$ cat config.mk
export PLATFORM = sky130hd
export DESIGN_NAME = dbguart_tx_arbiter
export DESIGN_NICKNAME = d
export VERILOG_FILES = /design/src/rtl/dbguart_tx_arbiter.sv
export SDC_FILE = /design/constraint.sdc
export NUM_CORES = 1
export LEC_CHECK = 0
export BUFFER_PORTS_ARGS = -buffer_cell sky130_fd_sc_hd__buf_2
export CAP_MARGIN = 20
export CORE_ASPECT_RATIO = 0.7
export CORE_MARGIN = 1.5
export CORE_UTILIZATION = 59
export DETAILED_ROUTE_END_ITERATION = 12
export HOLD_SLACK_MARGIN = 0.06
export PLACE_DENSITY = 0.86
export SLEW_MARGIN = 20
export SYNTH_ARGS = -nofsm -noshare
export SYNTH_HDL_FRONTEND = slang
export SYNTH_SLANG_ARGS = --single-unit
export TNS_END_PERCENT = 20
$ cat constraint.sdc
create_clock -name clk -period 3.9 [get_ports clk]
set_input_delay 0.78 -clock clk [delete_from_list [all_inputs] [get_ports clk]]
set_output_delay 0.78 -clock clk [all_outputs]
set_load 0.05 [all_outputs]
$ cat src/rtl/dbguart_tx_arbiter.sv
// Line-granular arbiter sharing the debug UART transmit FIFO between text producers.
// Holds a grant until 0x0A, rotates fairly, and force-closes stalled or overlong lines.
module dbguart_tx_arbiter #(
  parameter int NREQ    = 3,
  parameter int TIMEOUT = 1023,
  parameter int MAXLEN  = 64
) (
  input  logic              clk,
  input  logic              rst_n,
  input  logic              softreset,
  input  logic [NREQ-1:0]   req_valid,
  input  logic [8*NREQ-1:0] req_data,
  output logic [NREQ-1:0]   req_ack,
  output logic [NREQ-1:0]   grant,
  input  logic              tx_full,
  output logic              tx_write,
  output logic [7:0]        tx_data,
  output logic              busy,
  output logic [7:0]        timeout_cnt
);

  localparam int OW = $clog2(NREQ);
  localparam int IW = (TIMEOUT > 1) ? $clog2(TIMEOUT) : 1;
  localparam int LW = $clog2(MAXLEN);
  localparam logic [IW-1:0] IDLE_LAST = IW'(TIMEOUT - 1);
  localparam logic [LW-1:0] LEN_LAST  = LW'(MAXLEN - 2);
  localparam logic [7:0]    LF        = 8'h0A;

  typedef enum logic [1:0] {ST_IDLE, ST_LOCK, ST_FLUSH} state_e;

  state_e          state_q, state_d;
  logic [OW-1:0]   owner_q, owner_d;
  logic [OW-1:0]   rr_q, rr_d;
  logic [IW-1:0]   idle_q, idle_d;
  logic [LW-1:0]   len_q, len_d;
  logic [NREQ-1:0] grant_q, grant_d;
  logic [7:0]      tcnt_q, tcnt_d;

  logic            pick_found;
  logic [OW-1:0]   pick_idx;
  int unsigned     scan;
  logic            own_valid;
  logic [7:0]      own_byte;
  logic            take;
  logic [OW-1:0]   next_rr;

  // Round-robin scan starting at rr_q, wrapping modulo NREQ.
  always_comb begin
    pick_found = 1'b0;
    pick_idx   = '0;
    scan       = 0;
    for (int unsigned i = 0; i < NREQ; i++) begin
      scan = 32'(rr_q) + i;
      if (scan >= NREQ) scan = scan - NREQ;
      if (!pick_found && req_valid[scan]) begin
        pick_found = 1'b1;
        pick_idx   = OW'(scan);
      end
    end
  end

  assign own_valid = req_valid[owner_q];
  assign own_byte  = req_data[8*int'(owner_q) +: 8];
  assign take      = (state_q == ST_LOCK) && own_valid && !tx_full && !softreset;
  assign next_rr   = (owner_q == OW'(NREQ - 1)) ? '0 : owner_q + 1'b1;

  always_comb begin
    state_d  = state_q;
    owner_d  = owner_q;
    rr_d     = rr_q;
    idle_d   = idle_q;
    len_d    = len_q;
    grant_d  = grant_q;
    tcnt_d   = tcnt_q;
    req_ack  = '0;
    tx_write = 1'b0;
    tx_data  = '0;

    unique case (state_q)
      ST_IDLE: begin
        if (pick_found) begin
          state_d = ST_LOCK;
          owner_d = pick_idx;
          grant_d = NREQ'(1) << pick_idx;
          idle_d  = '0;
          len_d   = '0;
        end
      end
      ST_LOCK: begin
        if (take) begin
          req_ack[owner_q] = 1'b1;
          tx_write         = 1'b1;
          tx_data          = own_byte;
        end
        // A newline on the length boundary closes normally rather than flushing.
        if (take && own_byte == LF) begin
          state_d = ST_IDLE;
          rr_d    = next_rr;
          grant_d = '0;
        end else if (take && len_q == LEN_LAST) begin
          state_d = ST_FLUSH;
        end else if (take) begin
          len_d  = len_q + 1'b1;
          idle_d = '0;
        end else if (!own_valid) begin
          if (idle_q == IDLE_LAST) state_d = ST_FLUSH;
          else                     idle_d  = idle_q + 1'b1;
        end
      end
      ST_FLUSH: begin
        tx_data  = LF;
        tx_write = !tx_full && !softreset;
        if (tx_write) begin
          state_d = ST_IDLE;
          rr_d    = next_rr;
          grant_d = '0;
          if (tcnt_q != 8'hFF) tcnt_d = tcnt_q + 1'b1;
        end
      end
      default: state_d = ST_IDLE;
    endcase

    if (softreset) begin
      state_d = ST_IDLE;
      owner_d = '0;
      rr_d    = '0;
      idle_d  = '0;
      len_d   = '0;
      grant_d = '0;
      tcnt_d  = '0;
    end
  end

  always_ff @(posedge clk or negedge rst_n) begin
    if (!rst_n) begin
      state_q <= ST_IDLE;
      owner_q <= '0;
      rr_q    <= '0;
      idle_q  <= '0;
      len_q   <= '0;
      grant_q <= '0;
      tcnt_q  <= '0;
    end else begin
      state_q <= state_d;
      owner_q <= owner_d;
      rr_q    <= rr_d;
      idle_q  <= idle_d;
      len_q   <= len_d;
      grant_q <= grant_d;
      tcnt_q  <= tcnt_d;
    end
  end

  assign grant       = grant_q;
  assign busy        = (state_q != ST_IDLE);
  assign timeout_cnt = tcnt_q;

endmodule

==> flow_metrics.tcl <==
set metrics [dict create \
    status "finished, final reports clean" \
    power_density_nw_per_um2 296 \
    r2r_slack_ns 0.93 \
    grt_pass1_vias 2203 \
    p_sw_mw 0.288 \
    drive_gt1_share_pct 22.1 \
    finalNonFillerCells 387 \
    hpwl_um 4580 \
    pwr-share-comb_pct 27.2 \
    p_seq_share_pct 43.4 \
    diodes 0 \
    antenna_found_initial 0 \
    reg2reg_from "owner_q[0]$_DFFE_PN0P_" \
    cp-start-kind "register" \
    initial_core_util_pct 62.5 \
    cts_hold_buf 0 \
    rsz0062_at_grt "no" \
    wl_per_cell_um 16.5 \
    fin_nets 375 \
    first_iter_violations 260 \
    avgViaCountPerCell 6.45 \
    drc 0 \
    syn_area_um2 2480 \
    timing.slew.headroom_pct 49.4 \
    synth_area_per_cell_um2 8.73 \
    ctsResizeCount 0 \
    peakVddDrop_mv 0.256 \
    ys_seq_area_share_pct 33.3 \
    crit_required_ns 3.12 \
    antenna_left 0 \
    grt_pass1_wl_um 10500 \
    setup-violations-final 0 \
    internal-power_mw 0.559 \
    core_area_um2 3970 \
    root_buffer "clkbuf_8" \
    synthToLayoutAreaGrowth_pct 15.5 \
    p_leak_nw 1.40 \
    die-area_um2 4610 \
    crit_path_max_fanout 17 \
    grt_overflow 0 \
    h-tree-depth 2 \
    syn_nets 325 \
    cap_violations 0 \
    worstPathArrival_ns 2.59 \
    clkTransAtPathRegs_ns 0.07 \
    post_cts_buffers 0 \
    ios 55 \
    synth-edff-count 0 \
    ys_async_sr_fraction_pct 100 \
    tns_ns 0 \
    finalMaxSlewViolations 0 \
    die_w_um 80.5 \
    reg2regPathDepth 6 \
    clockBufferDepth 2 \
    fin_crit_ns 3.37 \
    fmax_mhz 297 \
    path_class "register to output pin" \
    synth_cell_types 53 \
    synth-seq-cells 33 \
    yosysWarnings 0 \
    rows 19 \
    hold-path-endpoint "len_q[4]$_DFFE_PN0P_" \
    hold_start "len_q[4]$_DFFE_PN0P_" \
    grt_max_degree 34 \
    cp-end-kind "output pin" \
    ys.flop_type "dfrtp_1" \
    clkLatencyLatePin_ns 0.29 \
    dp.cells 379 \
    post-route-period-util_pct 86.3 \
    clock_power_share_pct 29.4 \
    cts_tree "built" \
    place_congestion 0.847 \
    synthCells 284 \
    grt_use_total_pct 29.3 \
    drt-total-wl_um 6380 \
    holdCritPathClass "register to register" \
    cts-buffers-inserted 5 \
    clock_sinks 33 \
    finClkSkew_ns 0.00369 \
    hold_viol 0 \
    min_path_cells 1 \
    num_vias 2497 \
    portBuffers 54 \
    drt_first_pass_iters 5 \
    r2r-end "grant[2]$_DFFE_PN0P_" \
    switching_share_pct 34.0 \
    die_h_um 57.2 \
    worst_slew_pin_slew_ns 0.759 \
]
critical path, cell delays in order, from the launching register on:
cell	delay [ns]
dfrtp_1	0.77
mux2i_1	0.33
o21ai_2	0.36
and2_1	0.25
nand2_1	0.16
nor2_1	0.15
buf_2	0.27
worst max-delay path by stage:
stage,start,endpoint,slack (ns)
final,owner_q[0]$_DFFE_PN0P_,tx_data[7],0.53
after global routing,owner_q[0]$_DFFE_PN0P_,tx_data[7],0.38
after CTS,owner_q[0]$_DFFE_PN0P_,tx_data[7],0.58
after detailed placement,softreset,tx_data[7],0.82
after global placement,softreset,tx_data[7],0.91
after floorplan,req_valid[1],tx_data[1],0.51
power groups by stage:
stage / clock network, mW / registers [mW] / logic (mW)
3_3_place_gp: 0 / 0.373 / 0.219
5_1_grt: 0.268 / 0.370 / 0.250
6_report: 0.249 / 0.368 / 0.230
4_1_cts: 0.251 / 0.367 / 0.225
2_1_floorplan: 0 / 0.380 / 0.151
3_5_place_dp: 0 / 0.374 / 0.225
cell usage after synthesis (9+ instances only):
master / instances / area [µm²]
dfrtp_1: 33 / 826
nor2_1: 32 / 120
nand2_1: 20 / 75.1
o31ai_1: 16 / 120
inv_1: 12 / 45.0
a21oi_1: 11 / 55.1
nand4_1: 11 / 68.8
and3_1: 10 / 62.6
ha_1: 10 / 125
o41ai_1: 10 / 87.6
nand3_1: 9 / 45.0
through the flow:
stage	power, mW	util (%)	area [µm²]	setup slack, ns	hold slack [ns]
finish	0.847	72.2	2870	0.535	0.482
CTS	0.844	71.9	2860	0.582	0.481
detailed placement	0.598	69.9	2780	0.823	0.473
floorplan	0.532	-	2480	0.515	0.447
global route	0.888	72.2	2870	0.383	0.502
global placement	0.592	69.9	2780	0.911	0.466
routing by layer:
layer  wire, µm  vias up  share of wire, %  GRT usage, %
li1           -     1173                 -             -
met1       2900     1171                45          42.8
met2       2760      141                43          44.4
met3        640       12                10          6.56
met4         88        0               1.4          7.14
met5          0        -                 0             0
logic make-up (layout without fill, tap and decap cells):
family	Yosys count	count (layout)	share of synthesized area, %
adder cells (fa/ha/maj)	11	11	5.45
AO/OA/AOI/OAI	73	73	22.0
AND/OR/NAND/NOR	116	116	24.2
flip-flops	33	33	33.3
buffers and inverters	27	78	4.94
multiplexers	19	19	8.38
XOR/XNOR	5	5	1.77
flip-flops by register name (all words and copies together) (netlist names):
name	flops
grant	3
idle_q	10
len_q	6
owner_q	2
rr_q	2
state_q	2
timeout_cnt	8
placed cells by master (no fill, tap or decap), drive strengths merged, types with 9 or more instances in the layout:
cell type  Yosys  final
buf            6     58
dfrtp         33     33
nor2          32     32
nand2         20     20
o31ai         16     16
inv           12     12
a21oi         11     11
nand4         11     11
o41ai         11     11
mux2          11     11
and3          10     10
ha            10     10
nand3          9      9
cell type report:
| type | count | area, µm² |
|---|---|---|
| multi-input combinational | 224 | 1550 |
| fill | 294 | 1100 |
| sequential | 33 | 826 |
| timing repair buffer | 58 | 300 |
| clock buffer | 8 | 80.1 |
| tap | 52 | 65.1 |
| inverter | 12 | 45.0 |
(Power assumes the default switching activity.)
